**src/rtl/coax_bus_pkg.sv**
```systemverilog
// Shared types and widths for the coax bus host controller.
// No logic; consumed by coax_bus_host and its sub-modules.
// No flow control.
package coax_bus_pkg;

    localparam int WORD_WIDTH  = 10;
    localparam int STATS_WIDTH = 16;

    typedef enum logic [2:0] {
        ST_IDLE     = 3'd0,
        ST_TX_SETUP = 3'd1,
        ST_TX_LOAD  = 3'd2,
        ST_TX_HOLD  = 3'd3,
        ST_RX_TURN  = 3'd4,
        ST_RX_READ  = 3'd5,
        ST_RX_HOLD  = 3'd6
    } state_t;

endpackage

```
**src/rtl/coax_bus_sync.sv**
```systemverilog
// Multi-flop synchroniser for one asynchronous status bit.
// Latency: STAGES clk cycles from input change to q.
// No backpressure; level signal only.
module coax_bus_sync #(
    parameter int STAGES = 2
) (
    input  logic clk,
    input  logic reset_n,
    input  logic d,
    output logic q
);

    logic [STAGES-1:0] sync_ff;

    always_ff @(posedge clk or negedge reset_n) begin
        if (!reset_n) begin
            sync_ff <= '0;
        end else begin
            sync_ff <= {sync_ff[STAGES-2:0], d};
        end
    end

    assign q = sync_ff[STAGES-1];

endmodule

```
**src/rtl/coax_bus_host.sv**
```systemverilog
// Host-side coax bus controller: tx words to tx_load strobes, rx via rx_enable/rx_data_read. Optional COAX_BUS_HOST_STATS_EN adds counters.
// Latency: tx accept -> tx_load in cycles 2..PULSE_CYCLES+1; rx capture on first rx_data_read cycle.
// Backpressure: tx_ready gated by synced tx_full and pending rx; no rx capture while rx_valid is held.
module coax_bus_host
    import coax_bus_pkg::*;
#(
    parameter int SYNC_STAGES       = 2,
    parameter int PULSE_CYCLES      = 3,
    parameter int HOLDOFF_CYCLES    = 4,
    parameter int TURNAROUND_CYCLES = 2
) (
    input  logic                   clk,
    input  logic                   reset_n,
    input  logic [WORD_WIDTH-1:0]  tx_word,
    input  logic                   tx_valid,
    output logic                   tx_ready,
    output logic [WORD_WIDTH-1:0]  rx_word,
    output logic                   rx_valid,
    input  logic                   rx_ready,
    output logic                   tx_load,
    input  logic                   tx_full,
    output logic                   rx_enable,
    input  logic                   rx_data_available,
    output logic                   rx_data_read,
    input  logic                   rx_active,
    output logic                   rx_active_s,
    input  logic [WORD_WIDTH-1:0]  data_in,
    output logic [WORD_WIDTH-1:0]  data_out,
    output logic                   data_oe,
`ifdef COAX_BUS_HOST_STATS_EN
    input  logic                   stats_clear,
    output logic [STATS_WIDTH-1:0] tx_count,
    output logic [STATS_WIDTH-1:0] rx_count,
`endif
    output logic                   busy
);

    localparam int CNT_MAX_A = (PULSE_CYCLES > HOLDOFF_CYCLES) ? PULSE_CYCLES : HOLDOFF_CYCLES;
    localparam int CNT_MAX   = (CNT_MAX_A > TURNAROUND_CYCLES) ? CNT_MAX_A : TURNAROUND_CYCLES;
    localparam int CNT_W     = $clog2(CNT_MAX + 1);

    localparam logic [CNT_W-1:0] PULSE_LD = CNT_W'(PULSE_CYCLES - 1);
    localparam logic [CNT_W-1:0] HOLD_LD  = CNT_W'(HOLDOFF_CYCLES - 1);
    localparam logic [CNT_W-1:0] TURN_LD  = CNT_W'(TURNAROUND_CYCLES - 1);

    state_t           state;
    logic [CNT_W-1:0] cnt;
    logic             full_s;
    logic             avail_s;
    logic             rx_pending;
    logic             tx_accept;
    logic             rx_capture;

    coax_bus_sync #(.STAGES(SYNC_STAGES)) u_sync_full (
        .clk(clk), .reset_n(reset_n), .d(tx_full), .q(full_s)
    );
    coax_bus_sync #(.STAGES(SYNC_STAGES)) u_sync_avail (
        .clk(clk), .reset_n(reset_n), .d(rx_data_available), .q(avail_s)
    );
    coax_bus_sync #(.STAGES(SYNC_STAGES)) u_sync_active (
        .clk(clk), .reset_n(reset_n), .d(rx_active), .q(rx_active_s)
    );

    // Receive wins arbitration so a waiting interface word is never starved by tx traffic.
    assign rx_pending = avail_s && !rx_valid;
    assign tx_ready   = (state == ST_IDLE) && !full_s && !rx_pending;
    assign tx_accept  = tx_valid && tx_ready;
    assign rx_capture = (state == ST_RX_READ) && (cnt == PULSE_LD);
    assign busy       = (state != ST_IDLE);

    always_ff @(posedge clk or negedge reset_n) begin
        if (!reset_n) begin
            state        <= ST_IDLE;
            cnt          <= '0;
            tx_load      <= 1'b0;
            rx_enable    <= 1'b0;
            rx_data_read <= 1'b0;
            data_oe      <= 1'b0;
            data_out     <= '0;
            rx_word      <= '0;
            rx_valid     <= 1'b0;
        end else begin
            if (rx_valid && rx_ready) begin
                rx_valid <= 1'b0;
            end
            case (state)
                ST_IDLE: begin
                    if (rx_pending) begin
                        state     <= ST_RX_TURN;
                        cnt       <= TURN_LD;
                        rx_enable <= 1'b1;
                    end else if (tx_accept) begin
                        state    <= ST_TX_SETUP;
                        data_out <= tx_word;
                        data_oe  <= 1'b1;
                    end
                end
                ST_TX_SETUP: begin
                    state   <= ST_TX_LOAD;
                    cnt     <= PULSE_LD;
                    tx_load <= 1'b1;
                end
                ST_TX_LOAD: begin
                    if (cnt == '0) begin
                        state   <= ST_TX_HOLD;
                        cnt     <= HOLD_LD;
                        tx_load <= 1'b0;
                    end else begin
                        cnt <= cnt - 1'b1;
                    end
                end
                ST_TX_HOLD: begin
                    // Bus stays driven for the first holdoff cycle so data outlives the strobe.
                    data_oe <= 1'b0;
                    if (cnt == '0) begin
                        state <= ST_IDLE;
                    end else begin
                        cnt <= cnt - 1'b1;
                    end
                end
                ST_RX_TURN: begin
                    if (cnt == '0) begin
                        state        <= ST_RX_READ;
                        cnt          <= PULSE_LD;
                        rx_data_read <= 1'b1;
                    end else begin
                        cnt <= cnt - 1'b1;
                    end
                end
                ST_RX_READ: begin
                    if (rx_capture) begin
                        rx_word  <= data_in;
                        rx_valid <= 1'b1;
                    end
                    if (cnt == '0) begin
                        state        <= ST_RX_HOLD;
                        cnt          <= HOLD_LD;
                        rx_enable    <= 1'b0;
                        rx_data_read <= 1'b0;
                    end else begin
                        cnt <= cnt - 1'b1;
                    end
                end
                ST_RX_HOLD: begin
                    if (cnt == '0) begin
                        state <= ST_IDLE;
                    end else begin
                        cnt <= cnt - 1'b1;
                    end
                end
                default: state <= ST_IDLE;
            endcase
        end
    end

`ifdef COAX_BUS_HOST_STATS_EN
    always_ff @(posedge clk or negedge reset_n) begin
        if (!reset_n) begin
            tx_count <= '0;
            rx_count <= '0;
        end else if (stats_clear) begin
            tx_count <= '0;
            rx_count <= '0;
        end else begin
            if (state == ST_IDLE && !rx_pending && tx_accept && tx_count != '1) begin
                tx_count <= tx_count + 1'b1;
            end
            if (rx_capture && rx_count != '1) begin
                rx_count <= rx_count + 1'b1;
            end
        end
    end
`endif

endmodule
```
**config.mk**
```make
export PLATFORM = sky130hd
export DESIGN_NAME = coax_bus_host
export DESIGN_NICKNAME = d
export VERILOG_FILES = /design/src/rtl/coax_bus_pkg.sv /design/src/rtl/coax_bus_sync.sv /design/src/rtl/coax_bus_host.sv
export SDC_FILE = /design/constraint.sdc
export NUM_CORES = 1
export LEC_CHECK = 0
export BUFFER_PORTS_ARGS = -buffer_cell sky130_fd_sc_hd__buf_4
export CORE_ASPECT_RATIO = 0.7
export CORE_UTILIZATION = 49
export DETAILED_ROUTE_END_ITERATION = 16
export GPL_TIMING_DRIVEN = 0
export PLACE_DENSITY = 0.78
export SLEW_MARGIN = 10
export SYNTH_ARGS = -nofsm -noshare
export SYNTH_HDL_FRONTEND = slang
export SYNTH_HIERARCHICAL = 1
export SYNTH_SLANG_ARGS = --single-unit
```
**constraint.sdc**
```tcl
create_clock -name clk -period 1.7 [get_ports clk]
set_input_delay 0.17 -clock clk [delete_from_list [all_inputs] [get_ports clk]]
set_output_delay 0.17 -clock clk [all_outputs]
set_load 0.01 [all_outputs]
```
==> results_tabular.tex <==
\begin{tabular}{lr}
\hline
Metric & Value \\
\hline
\multicolumn{2}{l}{\textbf{Status}} \\
Violated checks & DRC \\
Outcome & finished with violations \\
\multicolumn{2}{l}{\textbf{CTS}} \\
Number of buffers created by CTS & 5 \\
Clock tree from TritonCTS & yes \\
Worst-skew pair later-pin latency & 0.29 ns \\
Number of levels in the clock H-tree & 2 \\
Clock transition at the register clock pins on the worst setup and hold paths after CTS & 0.07 ns \\
Number of setup buffers added after CTS & 0 \\
Number of sinks driven by the clock tree & 37 \\
Root buffer cell & sky130\_fd\_sc\_hd\_\_clkbuf\_8 \\
Buffer levels on the longest clock path & 2 \\
\multicolumn{2}{l}{\textbf{Pwr}} \\
Maximum ir drop on the vdd rail & 940 uV \\
Total Power & 3.91 mW \\
Power share of the combinational group & 0.438 \\
Power density cells & between 1500 and 2000 nW/um\^{}2 \\
Standby leakage power & 1.09 nW \\
Internal power summed over all cells & between 2 and 3 mW \\
Share of power burned in the clock network & 0.198 \\
Sequential share of power & 0.364 \\
Fraction of power spent switching nets & 0.339 \\
Net switching component of the power & 1.33 mW \\
\multicolumn{2}{l}{\textbf{GRT}} \\
Initial antenna violation count & 0 \\
Global-route total usage across every layer & 0.212 \\
Number of global-route vias before repair & 1208 \\
Wire length of the first global-routing pass & 5600 microns \\
Aggregate global routing overflow & 0 \\
Pin count of the biggest net entering global routing & 38 \\
\multicolumn{2}{l}{\textbf{Yosys}} \\
Sequential-to-total area share from yosys stat & 0.571 \\
Synth Warn \# & 6 \\
Top post-synthesis cells by area & sky130\_fd\_sc\_hd\_\_dfrtp\_1 57\%, sky130\_fd\_sc\_hd\_\_mux2\_2 14\%, sky130\_fd\_sc\_hd\_\_o21ai\_0 2.5\% \\
Library cell with the highest instance count after synthesis & sky130\_fd\_sc\_hd\_\_dfrtp\_1 \\
Flop and latch count out of synthesis & 37 \\
Number of synthesized flops with an enable pin & 0 \\
Mapped Area & 1620 sq um \\
Yosys top cell area share & 0.571 \\
Proportion of synthesized flip-flops having asynchronous set or reset & 1.00 \\
Most numerous cell types in the synthesized netlist & 37 x sky130\_fd\_sc\_hd\_\_dfrtp\_1, 20 x sky130\_fd\_sc\_hd\_\_mux2\_2, 10 x sky130\_fd\_sc\_hd\_\_nor2\_1 \\
Post-synthesis instance total & around 130 \\
Synth cell types & 30 \\
Cell type with the highest aggregate area in the netlist & sky130\_fd\_sc\_hd\_\_dfrtp\_1 \\
Net count of the mapped netlist & approximately 160 \\
Average cell area after synthesis & roughly 12 sq um \\
Most common flop cell mapped by yosys & sky130\_fd\_sc\_hd\_\_dfrtp\_1 \\
\multicolumn{2}{l}{\textbf{Cells and area}} \\
Number of filler instances in the final layout & 231 \\
Post-layout nets & between 200 and 250 \\
Ratio of cells with drive above 1 in the final layout & 0.472 \\
Relative area change from synthesis to final layout & 37.9\% \\
Count of placed standard cells in the final layout, fillers left out & 237 \\
Count of antenna diodes in the layout & 0 \\
\multicolumn{2}{l}{\textbf{Timing}} \\
Transition time of the tightest slew-check pin & 0.454 ns \\
Worst setup slack after layout & 0.0817 ns \\
Post-route minimum period & 1.62 ns \\
Hold slack final & approximately 0.043 ns \\
Max-slew violation count & 0 \\
Hold Violations, Final & 0 \\
Final setup fails & 0 \\
Setup clock skew after layout & 0.00873 ns \\
FMAX & approximately 620 MHz \\
Share of the clock period used by the worst path after layout & 0.952 \\
Relative slew slack & 0.698 \\
Setup TNS after final layout & 0 ns \\
\multicolumn{2}{l}{\textbf{Critical path}} \\
Data required time at the worst endpoint & 1.86 ns \\
Sort of element at the start of the critical path & flip-flop \\
Crit-path slowest cell & sky130\_fd\_sc\_hd\_\_mux2\_2 \\
Stage delay of the slowest cell on the critical path & around 0.34 ns \\
Critical path cell sequence & buf\_2, nand2\_2, nor4b\_4, buf\_6, mux2\_2 \\
Element type at the critical path end & flip-flop \\
Largest fanout on the critical path & 10 \\
Arrival time of the worst setup path & 1.78 ns \\
Buffers \& Inverters on Critical Path & 2 \\
Worst setup path class & reg2reg \\
Cell family with most CP delay & simple AND/OR/NAND/NOR gates \\
\multicolumn{2}{l}{\textbf{Drt}} \\
Violation count after the first detailed-routing iteration & 61 \\
Number of nets still failing antenna checks after routing & 0 \\
Routed via count & 1257 \\
Count of TritonRoute iterations in the first routing pass & 10 \\
Detailed-route DRC error count & 2 \\
Routed wire length & 3350 microns \\
Vias per std cell & 5.30 \\
Wirelength per Cell & approximately 14 microns \\
\multicolumn{2}{l}{\textbf{Die}} \\
X dimension of the die & roughly 71 microns \\
I/O pin cnt & 55 \\
Chip height & 50.1 microns \\
Initial Utilization & 0.515 \\
Full die area & about 3500 sq um \\
Core Footprint & between 3000 and 4000 sq um \\
Total number of placement rows & 17 \\
\multicolumn{2}{l}{\textbf{Flow run}} \\
Max-cap violations & 0 \\
\multicolumn{2}{l}{\textbf{Placement}} \\
Placed Cells incl. Taps & 225 \\
Routability cong. & 0.828 \\
Number of port buffers & 54 \\
Pre-CTS WS & 0.0572 ns \\
Estimated wirelength of the detail-placed design & 2430 microns \\
\multicolumn{2}{l}{\textbf{Hold path}} \\
Class of the worst hold path & in2reg \\
\hline
\end{tabular}
## power by group through the flow
| stage | logic [mW] | clock network (mW) | registers [mW] |
|---|---|---|---|
| after CTS | 1.71 | 0.788 | 1.42 |
| after detailed placement | 1.70 | 0 | 1.43 |
| after global routing | 1.88 | 0.831 | 1.46 |
| after global placement | 1.65 | 0 | 1.41 |
| after floorplan | 0.924 | 0 | 1.52 |
| final | 1.71 | 0.773 | 1.42 |
## logic make-up (layout without fill, tap and decap cells)
kind of cell               count (synthesis)  in the layout  synth area share
DFF                                       37             37             0.571
AOI/OAI and AO/OA                         24             24            0.0926
and+or+nand+nor                           32             32             0.109
xor gates and xnor gates                   3              3            0.0162
buffers and inverters                     13             79            0.0432
adders and majority gates                  3              3            0.0232
muxes                                     21             21             0.145
## sequential cells by signal, summed over array words and instances, names as in the netlist, 2 cells and up
signal,count
data_out,10
rx_word,10
cnt,3
state,3
u_sync_active/sync_ff,2
u_sync_avail/sync_ff,2
u_sync_full/sync_ff,2
## layer usage
metal,track usage,routed length (microns),up-vias
li1,-,-,589
met4,0.0900,33,0
met2,0.338,1610,43
met3,0.0663,235,5
met1,0.269,1470,620
met5,0,0,-
## area by class of cell
type,count,area (sq um),share of cell area
Buffer,8,53.8,0.0241
Clock buffer,7,86.3,0.0386
Clock inverter,1,30.0,0.0134
Inverter,5,18.8,0.00839
Multi-Input combinational cell,83,628,0.281
Sequential cell,37,926,0.414
Tap cell,38,47.5,0.0213
Timing Repair Buffer,58,445,0.199
## worst register-to-register path: stages, from the launching register on
cell                      delay, ns
sky130_fd_sc_hd__dfrtp_1       0.32
sky130_fd_sc_hd__buf_2         0.19
sky130_fd_sc_hd__nand2_2       0.13
sky130_fd_sc_hd__nor4b_4       0.32
sky130_fd_sc_hd__buf_6         0.19
sky130_fd_sc_hd__mux2_2        0.34
## cell usage in the layout (no fill, tap or decap), drive strengths merged
master       synthesis  final
a21o                 1      1
a21oi                5      5
a221o                1      1
a31oi                2      2
a41oi                1      1
and3                 1      1
buf                  8     62
bufinv               0      1
clkbuf               0      7
dfrtp               37     37
dlygate4sd3          0      4
ha                   3      3
inv                  5      5
mux2                20     20
mux2i                1      1
nand2                9      9
nand2b               3      3
nand3                5      5
nor2                10     10
nor2b                2      2
nor3                 1      1
nor4b                1      1
o2111ai              1      1
o21ai                8      8
o21bai               2      2
o221ai               1      1
o22ai                1      1
o31ai                1      1
xnor2                2      2
xor2                 1      1
## final timing paths
| check | cells past startpoint | from | slack, ns | end |
|---|---|---|---|---|
| worst max register to register | 5 | state[0]$_DFFE_PN0P_ | 0.08 | rx_word[8]$_DFFE_PN0P_ |
| worst min-delay path | 2 | rx_ready | 0.04 | rx_valid$_DFF_PN0_ |
| min in group asynchronous | 2 | reset_n | 0.38 | rx_valid$_DFF_PN0_ |
| max in group asynchronous | 2 | reset_n | 1.00 | rx_word[3]$_DFFE_PN0P_ |
| worst min register to register | 0 | u_sync_full/sync_ff[0]$_DFF_PN0_ | 0.35 | u_sync_full/sync_ff[1]$_DFF_PN0_ |
| worst max-delay path | 5 | state[0]$_DFFE_PN0P_ | 0.08 | rx_word[8]$_DFFE_PN0P_ |
## metrics by stage
stage          instance area, sq um   util
5_1_grt                        2240  0.710
4_1_cts                        2230  0.709
6_report                       2240  0.710
2_1_floorplan                  1620      -
3_3_place_gp                   2070  0.659
3_5_place_dp                   2070  0.659
## repair_timing
item / 4_1_cts / 5_1_grt
resized for setup: 0 / 4
setup endpoints to repair: 0 / 7
hold buffers: 4 / 0
endpoints found under the hold margin: 40 / 0
No activity file was read; power rests on OpenSTA's default activity.
